<file path="config.mk">
export PLATFORM = sky130hd
export DESIGN_NAME = snake_mover
export DESIGN_NICKNAME = d
export VERILOG_FILES = /design/src/rtl/snake_mover.sv
export SDC_FILE = /design/constraint.sdc
export NUM_CORES = 1
export LEC_CHECK = 0
export CORE_MARGIN = 1
export CORE_UTILIZATION = 60
export CTS_CLUSTER_DIAMETER = 40
export DETAILED_ROUTE_END_ITERATION = 10
export GPL_ROUTABILITY_DRIVEN = 0
export HOLD_SLACK_MARGIN = 0.06
export PLACE_DENSITY = 0.81
export SYNTH_ARGS = -nofsm -noshare
export SYNTH_HDL_FRONTEND = slang
export SYNTH_SLANG_ARGS = --single-unit
</file>
<file path="constraint.sdc">
create_clock -name clock -period 11.4 [get_ports clock]
set_input_delay 2.85 -clock clock [delete_from_list [all_inputs] [get_ports clock]]
set_output_delay 2.85 -clock clock [all_outputs]
set_load 0.02 [all_outputs]
</file>
<file path="src/rtl/snake_mover.sv">
// snake_mover: per-frame snake step engine with wall/self/food detection; define SNAKE_WRAP_EN to wrap at walls
module snake_mover #(
  parameter int GRID_W = 40,
  parameter int GRID_H = 30,
  parameter int COORD_W = 6,
  parameter int MAX_LEN = 16,
  parameter int INIT_LEN = 3,
  parameter int PLAY_STAGE = 2,
  localparam int IDX_W = $clog2(MAX_LEN),
  localparam int LEN_W = IDX_W + 1
) (
  input  logic               clock,
  input  logic               resetn,
  input  logic               isDrawing,
  input  logic [31:0]        stage,
  input  logic               dir_valid,
  input  logic [1:0]         dir_req,
  input  logic [COORD_W-1:0] food_x,
  input  logic [COORD_W-1:0] food_y,
  input  logic [IDX_W-1:0]   rd_idx,
  output logic [COORD_W-1:0] rd_x,
  output logic [COORD_W-1:0] rd_y,
  output logic               rd_active,
  output logic [COORD_W-1:0] head_x,
  output logic [COORD_W-1:0] head_y,
  output logic [LEN_W-1:0]   length,
  output logic               ate,
  output logic               step_done,
  output logic               game_over
);
  typedef enum logic [1:0] {IDLE, MOVE, CHECK, DEAD} state_t;
  localparam logic [COORD_W-1:0] ONE = COORD_W'(1);
  localparam logic [COORD_W-1:0] X_MAX = COORD_W'(GRID_W - 1);
  localparam logic [COORD_W-1:0] Y_MAX = COORD_W'(GRID_H - 1);
  localparam logic [LEN_W-1:0] LEN_MAX = LEN_W'(MAX_LEN);
  state_t state;
  logic [COORD_W-1:0] seg_x [MAX_LEN];
  logic [COORD_W-1:0] seg_y [MAX_LEN];
  logic [1:0] dir, pending_dir;
  logic isdrawing_d, tick, at_wall, kill, self_hit;
  logic [COORD_W-1:0] next_x, next_y;
  assign tick = isdrawing_d & ~isDrawing;
  assign head_x = seg_x[0];
  assign head_y = seg_y[0];
`ifdef SNAKE_WRAP_EN
  assign kill = 1'b0;
`else
  assign kill = at_wall;
`endif
  // Next head cell for the step; the step adopts pending_dir, and edge cells wrap to the far side
  always_comb begin
    at_wall = (pending_dir == 2'd0) ? seg_y[0] == '0 :
              (pending_dir == 2'd1) ? seg_x[0] == X_MAX :
              (pending_dir == 2'd2) ? seg_y[0] == Y_MAX : seg_x[0] == '0;
    next_x = (pending_dir == 2'd1) ? (at_wall ? '0 : seg_x[0] + ONE) :
             (pending_dir == 2'd3) ? (at_wall ? X_MAX : seg_x[0] - ONE) : seg_x[0];
    next_y = (pending_dir == 2'd2) ? (at_wall ? '0 : seg_y[0] + ONE) :
             (pending_dir == 2'd0) ? (at_wall ? Y_MAX : seg_y[0] - ONE) : seg_y[0];
  end
  // Head against every live body segment in parallel
  always_comb begin
    self_hit = 1'b0;
    for (int i = 1; i < MAX_LEN; i++)
      self_hit = self_hit | ((LEN_W'(i) < length) && seg_x[i] == seg_x[0] && seg_y[i] == seg_y[0]);
  end
  // Game FSM: frame tick -> MOVE -> CHECK -> IDLE, or DEAD on collision
  always_ff @(posedge clock) begin
    if (!resetn) begin
      for (int i = 0; i < MAX_LEN; i++) begin
        seg_x[i] <= (i < INIT_LEN) ? COORD_W'(GRID_W / 2 - i) : '0;
        seg_y[i] <= (i < INIT_LEN) ? COORD_W'(GRID_H / 2) : '0;
      end
      length <= LEN_W'(INIT_LEN);
      dir <= 2'd1;
      pending_dir <= 2'd1;
      isdrawing_d <= 1'b0;
      ate <= 1'b0;
      step_done <= 1'b0;
      game_over <= 1'b0;
      state <= IDLE;
    end else begin
      isdrawing_d <= isDrawing;
      ate <= 1'b0;
      step_done <= 1'b0;
      if (dir_valid && dir_req != (dir ^ 2'd2)) pending_dir <= dir_req;
      case (state)
        IDLE: if (tick && stage == 32'(PLAY_STAGE) && !game_over) state <= MOVE;
        MOVE: begin
          dir <= pending_dir;
          if (kill) begin
            game_over <= 1'b1;
            state <= DEAD;
          end else begin
            for (int i = 1; i < MAX_LEN; i++) begin
              seg_x[i] <= seg_x[i-1];
              seg_y[i] <= seg_y[i-1];
            end
            seg_x[0] <= next_x;
            seg_y[0] <= next_y;
            if (next_x == food_x && next_y == food_y) begin
              ate <= 1'b1;
              length <= (length == LEN_MAX) ? length : length + LEN_W'(1);
            end
            state <= CHECK;
          end
        end
        CHECK: begin
          game_over <= self_hit;
          step_done <= ~self_hit;
          state <= self_hit ? DEAD : IDLE;
        end
        DEAD: game_over <= 1'b1;
      endcase
    end
  end
  // Registered segment read port for the renderer
  always_ff @(posedge clock) begin
    if (!resetn) begin
      rd_x <= '0;
      rd_y <= '0;
      rd_active <= 1'b0;
    end else begin
      rd_x <= seg_x[rd_idx];
      rd_y <= seg_y[rd_idx];
      rd_active <= LEN_W'(rd_idx) < length;
    end
  end
endmodule

</file>
==> out/qor.txt <==
register area share after synthesis - 42.3%
FP Rows - 53
die area - 22700 um2
Yosys cell types - 86
top routing layer in use - met4
Final setup viols - 0
Iter 0 DRT Violations - 1459
total grt overflow - 0
area of the multi-input gates - 7090 um2
H-tree Lvls - 1
Reg clk slew, reported paths - 0.06 ns
routed wire length per instance - 23.2 um
Via density - 6.69
die width - 151 um
post-cts resize count - 0
async set-or-reset flop fraction in the synthesized netlist - 0%
Longest Clk Path Bufs - 3
area of the core - 21400 um2
total CTS buffers - 29
final slew viol count - 0
Worst setup EP type - output port
slew margin rel. - 20.4%
# hold bufs at CTS - 0
post-synth net total - 1371
clk_lat worst skew - 0.55 ns
FF+latch area - 5610 um2
initial antenna violation count - 0
top_reg_cell synth - edfxtp_1
Setup crit start kind - flop
Final nets - 1403
DP Cell Count - 1577
DRC errors left - 0
WS Path Type - reg -> out
wl on met1 - 14500 um
fin crit period - 5.32 ns
First-pass DRT Iterations - 6
status - finished clean
number of global-route vias before repair - 10300
largest net degree at the start of global routing - 114
WL met3 - 4180 um
final antenna-violating net count - 0
Post-synth EDFFs - 120
Initial Utilization - 62.0%
dpl ws - 6.16 ns
Post-CTS Setup Bufs - 0
period utilization - 46.6%
setup ws final - 6.08 ns
number of synthesized register bits - 220
Worst Path Max Fanout - 26
CTS tree - done
metal2 WL - 17100 um
CP max-delay cell - edfxtp_1
crit-path leading delay family - flip-flops
worst hold path cell count - 2
via count - 10900
Largest stage delay, worst path - 1.14 ns
actual slew at the worst max-slew pin - 1.19 ns
GRT Total Usage - 34.2%
Max-Cap Viols - 0
Worst Hold Class - reg -> reg
clock tree root driver cell - clkbuf_16
WL final - 37900 um
Avg Inst Size Synth - 10.2 um2
IO buf count - 86
first-pass GRT wire length - 58700 um
crit-path cells - clkdlybuf4s50_1
Area Growth Syn to Fin - 14.4%
RSZ-0062 raised after global routing - false
Gate Count Post-Synth - 1301
layout cell share with drive strength beyond 1 - 11.6%
Yosys warnings - 0
Leak - 0.00576 uW
hpwl dp - 25200 um
number of top-level pins - 87
filler cell count - 1520
placed instance area - 14100 um2
crit path DAT - 2.47 ns
Worst path depth - 1
post-route cell area - 15200 um2
peak supply drop - 0.000144 V
Setup TNS - 0 ns
FF-to-FF path depth - 7
Worst Path Required - 8.55 ns
final std cells w/o fill - 1631
Post-Route Skew - 0.00887 ns
Die Y - 151 um
power per cell area - 147 nW/um2
Hold Slack - 0.482 ns
worst path bufs/invs - 1
max frequency - 0.188 GHz
Syn Std Cell Area - 13200 um2
clock sink count - 220
Final Hold Viols - 0
Antenna Cells - 0
registers in the layout (all words and copies together), names as in the netlist:
name / cells
seg_x: 96
seg_y: 96
rd_x: 6
rd_y: 6
length: 5
dir: 2
pending_dir: 2
state: 2
ate: 1
game_over: 1
isdrawing_d: 1
rd_active: 1
step_done: 1
layer usage:
layer	up-vias	GRT usage, %
met3	146	6.52
met4	0	19.2
met5	-	0
met1	5263	45.8
met2	700	52.1
li1	4802	-
placed cells by master, fill, tap and decap left out, types with 6 or more instances in the layout:
master,n
nor3_1,22
nor2b_1,7
xor2_1,181
and3_1,100
inv_1,20
mux4_2,60
or3_1,10
buf_4,22
xnor2_1,8
a211oi_1,9
nand2_1,187
mux2i_1,9
o211ai_1,8
and2_1,16
nor2_1,40
edfxtp_1,120
clkdlybuf4s50_1,83
nand3_1,14
nor4_1,45
nand4_1,27
o21ai_0,15
ha_1,16
dfxtp_1,100
clkbuf_8,6
clkbuf_16,34
a21oi_1,88
cell families after synthesis:
group	count (synthesis)	synth area share, %
muxes	70	11.0
buffers and inverters	130	4.22
AOI/OAI and AO/OA	175	8.60
xor gates and xnor gates	189	12.5
DFF	220	42.3
adders and majority gates	16	1.51
and+or+nand+nor	501	19.8
cells in the mapped netlist, drive strengths merged (3+ instances only):
cell type / n / area share [%]
nand2: 188 / 5.3
xor2: 181 / 12
edfxtp: 120 / 27
and3: 100 / 4.7
dfxtp: 100 / 15
a21oi: 88 / 3.3
mux4: 60 / 10
clkbuf: 56 / 1.6
buf: 50 / 2.0
nor4: 49 / 2.6
nor2: 42 / 1.2
nand4: 28 / 1.4
nor3: 23 / 0.91
inv: 22 / 0.62
and2: 17 / 0.80
o21ai: 17 / 0.64
ha: 16 / 1.5
nand3: 14 / 0.53
a211oi: 10 / 0.60
or3: 10 / 0.47
mux2i: 9 / 0.68
o211ai: 9 / 0.55
xnor2: 8 / 0.53
nor2b: 7 / 0.33
nor3b: 6 / 0.46
a21o: 5 / 0.28
nand2b: 5 / 0.24
a31oi: 4 / 0.30
a2111oi: 3 / 0.25
a211o: 3 / 0.20
o21a: 3 / 0.17
power breakdown:
part	internal, uW	total (uW)	switching [uW]
Clock	578	935	357
Combinational	131	336	205
Sequential	894	950	55.8
Total	1600	2220	618
worst register-to-register path: cells and delay by family, from the launching register on:
family                 cells  cell delay (ns)
AO/OA/AOI/OAI              2             0.54
buffers and inverters      2             1.36
AND/OR/NAND/NOR            3             1.18
flip-flops                 1             1.14
path summary, 6_finish.rpt:
check | start | to | slack, ns
worst max-delay path | seg_x[0][3] | head_x[3] | 6.08
worst min-delay path | seg_x[15][2] | seg_x[15][2] | 0.48
worst max register to register | seg_x[0][3] | seg_y[6][3] | 6.72
worst min register to register | seg_x[15][2] | seg_x[15][2] | 0.48
through the flow:
stage	util, %	total power, uW
finish	71.0	2220
global route	71.0	2280
CTS	71.0	2210
detailed placement	66.2	1290
global placement	66.2	1280
floorplan	-	1180
cell type report:
class                   count  area share, %
clock buffers              45           6.28
inverters                  24          0.595
repair buffers            107           6.64
multi-input cells         951           46.8
well taps                 275           2.27
flip-flops and latches    220           37.0
clock inverters             9          0.438
(Power assumes the default switching activity.)
